**src/rtl/router_sync.sv**
```systemverilog
// N_IN x N_OUT channel router with double-buffered routing config and registered outputs.
// Config writes land in shadow registers; update_in commits all outputs at once.
module router_sync #(
    parameter int W_CHAN = 16,
    parameter int W_SEL  = 4,
    parameter int N_IN   = 8,
    parameter int N_OUT  = 8
) (
    input  logic                      clk_in,
    input  logic                      rst_in,
    input  logic [W_CHAN*N_IN-1:0]    data_bus_in,
    input  logic [N_IN-1:0]           data_valid_in,
    input  logic                      cfg_wr_in,
    input  logic [W_SEL-1:0]          cfg_dest_in,
    input  logic [W_SEL-1:0]          cfg_src_in,
    input  logic                      cfg_active_in,
    input  logic                      cfg_hold_in,
    input  logic                      update_in,
    output logic [W_CHAN*N_OUT-1:0]   data_bus_out,
    output logic [N_OUT-1:0]          data_valid_out,
    output logic                      cfg_err_out
);

    logic [W_SEL-1:0]  sh_src_q [N_OUT];
    logic [N_OUT-1:0]  sh_act_q;
    logic [N_OUT-1:0]  sh_hold_q;
    logic [W_SEL-1:0]  lv_src_q [N_OUT];
    logic [N_OUT-1:0]  lv_act_q;
    logic [N_OUT-1:0]  lv_hold_q;
    logic [W_CHAN-1:0] dout_q [N_OUT];
    logic [W_CHAN-1:0] dout_d [N_OUT];
    logic [W_CHAN-1:0] sel_data [N_OUT];
    logic [N_OUT-1:0]  sel_vld;
    logic [N_OUT-1:0]  vld_q;
    logic [N_OUT-1:0]  vld_d;
    logic              err_q;
    logic              wr_ok;

    // One extra bit so N_OUT / N_IN themselves are representable in the compare.
    assign wr_ok = ({1'b0, cfg_dest_in} < (W_SEL+1)'(N_OUT)) &&
                   ({1'b0, cfg_src_in}  < (W_SEL+1)'(N_IN));

    always_comb begin
        for (int j = 0; j < N_OUT; j++) begin
            sel_data[j] = '0;
            sel_vld[j]  = 1'b0;
            for (int k = 0; k < N_IN; k++) begin
                if (lv_src_q[j] == W_SEL'(k)) begin
                    sel_data[j] = data_bus_in[k*W_CHAN +: W_CHAN];
                    sel_vld[j]  = data_valid_in[k];
                end
            end
            dout_d[j] = dout_q[j];
            vld_d[j]  = 1'b0;
            if (lv_act_q[j]) begin
                vld_d[j] = sel_vld[j];
                if (sel_vld[j]) begin
                    dout_d[j] = sel_data[j];
                end
            end else if (!lv_hold_q[j]) begin
                dout_d[j] = '0;
            end
        end
    end

    // Commit reads the shadow before this cycle's write lands (non-blocking semantics).
    always_ff @(posedge clk_in) begin
        if (rst_in) begin
            for (int j = 0; j < N_OUT; j++) begin
                sh_src_q[j] <= '0;
                lv_src_q[j] <= '0;
                dout_q[j]   <= '0;
            end
            sh_act_q  <= '0;
            sh_hold_q <= '0;
            lv_act_q  <= '0;
            lv_hold_q <= '0;
            vld_q     <= '0;
            err_q     <= 1'b0;
        end else begin
            for (int j = 0; j < N_OUT; j++) begin
                dout_q[j] <= dout_d[j];
                if (update_in) begin
                    lv_src_q[j]  <= sh_src_q[j];
                    lv_act_q[j]  <= sh_act_q[j];
                    lv_hold_q[j] <= sh_hold_q[j];
                end
                if (cfg_wr_in && wr_ok && cfg_dest_in == W_SEL'(j)) begin
                    sh_src_q[j]  <= cfg_src_in;
                    sh_act_q[j]  <= cfg_active_in;
                    sh_hold_q[j] <= cfg_hold_in;
                end
            end
            vld_q <= vld_d;
            if (cfg_wr_in && !wr_ok) begin
                err_q <= 1'b1;
            end
        end
    end

    for (genvar j = 0; j < N_OUT; j++) begin : g_pack
        assign data_bus_out[j*W_CHAN +: W_CHAN] = dout_q[j];
    end

    assign data_valid_out = vld_q;
    assign cfg_err_out    = err_q;

endmodule

```
**config.mk**
```make
export PLATFORM = sky130hd
export DESIGN_NAME = router_sync
export DESIGN_NICKNAME = d
export VERILOG_FILES = /design/src/rtl/router_sync.sv
export SDC_FILE = /design/constraint.sdc
export NUM_CORES = 1
export LEC_CHECK = 0
export CAP_MARGIN = 40
export CORE_UTILIZATION = 30
export DETAILED_ROUTE_END_ITERATION = 7
export DONT_BUFFER_PORTS = 1
export SETUP_SLACK_MARGIN = 0.4
export SLEW_MARGIN = 20
export SYNTH_ARGS = -nofsm -noshare
export SYNTH_HDL_FRONTEND = slang
export SYNTH_SLANG_ARGS = --single-unit
```
**constraint.sdc**
```tcl
create_clock -name clk_in -period 2.77 [get_ports clk_in]
set_input_delay 0.4155 -clock clk_in [delete_from_list [all_inputs] [get_ports clk_in]]
set_output_delay 0.4155 -clock clk_in [all_outputs]
set_load 0.05 [all_outputs]
```
==> metrics.txt <==
status finished clean; post-synthesis sequential area ratio 0.306; main combinational cell family by area after synthesis multiplexers; H-tree level count 1; Post-Synth XOR/XNOR Area 0; antenna viol nets, final 0; met2 Use GR 0.429; number of flops mapped to enable cells by yosys 64; setup_tns 0 ns; Slowest cell on crit path edfxtp_1; Via Count roughly 17000; WL final 89.8 mm; Slew @ Worst Pin approximately 0.85 ns; Detailed Routing Iterations Pass 1 6; Root Driver clkbuf_16; endpoint class of the critical path flip-flop; most common cell in the netlist nor2_1; Critical Path RT ~3.3 ns; port bufs 0; Skew-Pair Late Insertion Delay between 0.6 and 0.7 ns; post-detail-place hpwl about 63 mm; gr busiest metal met2; final worst path period share 0.847; Yosys reg bits 233; clock-pin slew on the worst setup and hold paths ~0.070 ns; Final setup viols 0; critical path endpoint dout_q[0][63]$_SDFFE_PP0P_; Initial Util 0.306; largest net degree at the start of global routing a little over 60; RR Startpoint lv_src_q[0][12]$_SDFFCE_PN0P_; post-synthesis simple-gate area fraction 0.145; maxcap violations 0; Synth Area in Compound Gates 0.222; core box area 56700 um2; FP Rows 87; CP Buf/Inv Count 2; Setup Skew about 0.056 ns; Nets about 1900; Reg power frac 0.374; GRT met1 Usage 0.374; reg-to-reg slack, setup 0.42 ns; cts bufs inserted 28; critical path type flip-flop to flip-flop; Async SR Flop Fraction 0; YS warnings 0; Comb power frac 0.218; most frequent cells after synthesis nor2_1 (201), dfxtp_1 (169), mux4_2 (123), nand2_1 (123), mux2i_1 (119); leading cell types by total area after synthesis dfxtp_1 (20%), mux4_2 (16%), edfxtp_1 (11%); cell-internal power around 6.9 mW; Area growth syn-to-layout 11.5%; hold slack around 0.021 ns; Max VDD drop 0.520 mV; Switching Share 0.300; Leak about 6.6 nW; Num Clock Sinks roughly 230; critical path startpoint category flip-flop; Post-Layout Inst Area between 15000 and 20000 um2; Final Hold Vio Count 0; fill cell count about 5700; crit path max fanout 15; reg-to-reg endpoint dout_q[0][63]$_SDFFE_PP0P_; Die Width ~240 um; GPL Wtd Cong ~1.0; Pwr per Cell Area between 500 and 600 nW/um2; CTS tree done; number of global-route vias before repair approximately 16000; Slew Viols, Final 0; Clock power frac 0.408; worst r2r path cells 7; Critical Path AT 2.86 ns; dominant synthesized flop cell dfxtp_1; CP Depth 7; total grt overflow 0; initial antenna violation count 5; M3 GR Usage 0.0975; DRC 0; synthesized instance count around 1800; clock buffer depth 3; share of layout cells above drive strength 1 0.206; multiplexer area fraction after synthesis 0.270; dpl cell area between 15000 and 20000 um2; net load switching power 2.94 mW; CP top delay family compound AO/OA/AOI/OAI gates; Synth top area share 0.195; Worst Setup SP lv_src_q[0][12]$_SDFFCE_PN0P_; Fmax around 430 MHz; Yosys cell types 85; Post-Synth Adder-Cell Area 0; drt wl/cell approximately 35 um; total track usage 0.295; drt via density 6.69; CP peak stage delay between 0.5 and 0.6 ns; relative slew slack 0.430; RSZ-0062 raised after global routing true; Hold Path Class primary input to flip-flop; number of DRC markers in iteration 0 2838; average cell area after synthesis slightly below 10 um2; die height 242 um; post-layout minimum cycle time about 2.3 ns; crit-path cells buf_6, inv_1, nand2_1, a31oi_1, a211oi_1, o31ai_1, a22o_1; Mapped Area ~17000 um2; DIE AREA between 50000 and 60000 um2; first-pass GRT wire length 125 mm; cell taking the most area after synthesis dfxtp_1; I/O pins between 200 and 300
## cell type report
cell class              instances  area (um2)  area share
multi-input cells            1366       11100       0.574
flip-flops and latches        233        5310       0.274
well taps                     756         946      0.0489
repair buffers                 92         861      0.0445
clock buffers                  33         739      0.0382
clock inverters                19         249      0.0129
inverters                      35         131     0.00679
diodes                          4        10.0    0.000517
## layout by cell type (no fill, tap or decap), types with 11 or more instances in the layout
| cell type | netlist | layout |
|---|---|---|
| o221ai_1 | 27 | 27 |
| mux2_2 | 62 | 62 |
| clkbuf_16 | 0 | 28 |
| inv_1 | 30 | 30 |
| nor2b_1 | 38 | 36 |
| dfxtp_1 | 169 | 169 |
| nand3_1 | 31 | 31 |
| a22oi_1 | 27 | 27 |
| a221oi_1 | 19 | 19 |
| a22o_1 | 38 | 38 |
| nor3_1 | 18 | 18 |
| a21oi_1 | 79 | 79 |
| nand2b_1 | 23 | 23 |
| nand3b_1 | 14 | 14 |
| o22ai_1 | 59 | 59 |
| buf_4 | 14 | 69 |
| a32o_1 | 11 | 11 |
| edfxtp_1 | 64 | 64 |
| mux4_2 | 123 | 123 |
| nor2_1 | 201 | 201 |
| and2_1 | 26 | 26 |
| o21ai_0 | 89 | 89 |
| mux2i_1 | 119 | 119 |
| o2bb2ai_1 | 46 | 46 |
| nand2_1 | 123 | 122 |
| a31oi_1 | 19 | 19 |
| a211oi_1 | 42 | 42 |
## layer usage
layer  up-vias  share of wire
met2      1463           0.42
met4         2          0.070
li1       6896              -
met3       369           0.15
met1      8246           0.36
met5         -       0.000089
## registers in the layout (all words and copies together), names as in the netlist
signal          flops
lv_hold_q           8
data_valid_out      8
cfg_err_out         1
dout_q            128
lv_src_q           32
lv_act_q            8
sh_act_q            8
sh_hold_q           8
sh_src_q           32
## power groups by stage
stage,combinational (mW),clock (mW),sequential (mW)
floorplan,1.64,0,3.69
global placement,2.01,0,3.74
detailed placement,2.02,0,3.75
CTS,2.08,4.06,3.67
global route,2.27,4.20,3.68
finish,2.14,4.01,3.67
## worst min-delay path by stage
stage                     depth (start not counted)                       endpoint                startpoint
after floorplan                                   2       sh_act_q[0]$_SDFFE_PP0P_  sh_act_q[0]$_SDFFE_PP0P_
after global placement                            2       sh_act_q[0]$_SDFFE_PP0P_  sh_act_q[0]$_SDFFE_PP0P_
after detailed placement                          2       sh_act_q[0]$_SDFFE_PP0P_  sh_act_q[0]$_SDFFE_PP0P_
after CTS                                         1  lv_src_q[1][14]$_SDFFCE_PP0P_                    rst_in
after global routing                              1  lv_src_q[1][14]$_SDFFCE_PP0P_                    rst_in
final                                             1  lv_src_q[1][14]$_SDFFCE_PP0P_                    rst_in
## metrics by stage
step / total power [mW] / worst slack [ns] / instances / util
4_1_cts: 9.81 / 0.408 / 2529 / 0.339
5_1_grt: 10.1 / 0.279 / 2535 / 0.341
6_report: 9.82 / 0.425 / 2538 / 0.341
3_3_place_gp: 5.75 / 0.320 / 2465 / 0.319
2_1_floorplan: 5.32 / 0.594 / 1807 / -
3_5_place_dp: 5.77 / 0.254 / 2468 / 0.320
## cells by family after synthesis
family                 count (synthesis)
AND/OR/NAND/NOR                      522
flip-flops                           233
buffers and inverters                208
multiplexers                         306
other                                  1
AO/OA/AOI/OAI                        532
## worst reg2reg max path, delay by kind of cell, from the launching register on
family,cells,cell delay [ns]
compound gates,4,0.87
buf+inv,2,0.49
flops,1,0.55
simple gates,1,0.33
## what timing repair did
item,in CTS,in global routing
hold buffers,9,0
buffers inserted,0,4
setup endpoints to repair,2,68
resized for setup,3,13
pin swaps,0,1
hold endpoints to repair,57,0
Note: power is estimated with default switching activity, not from simulation.
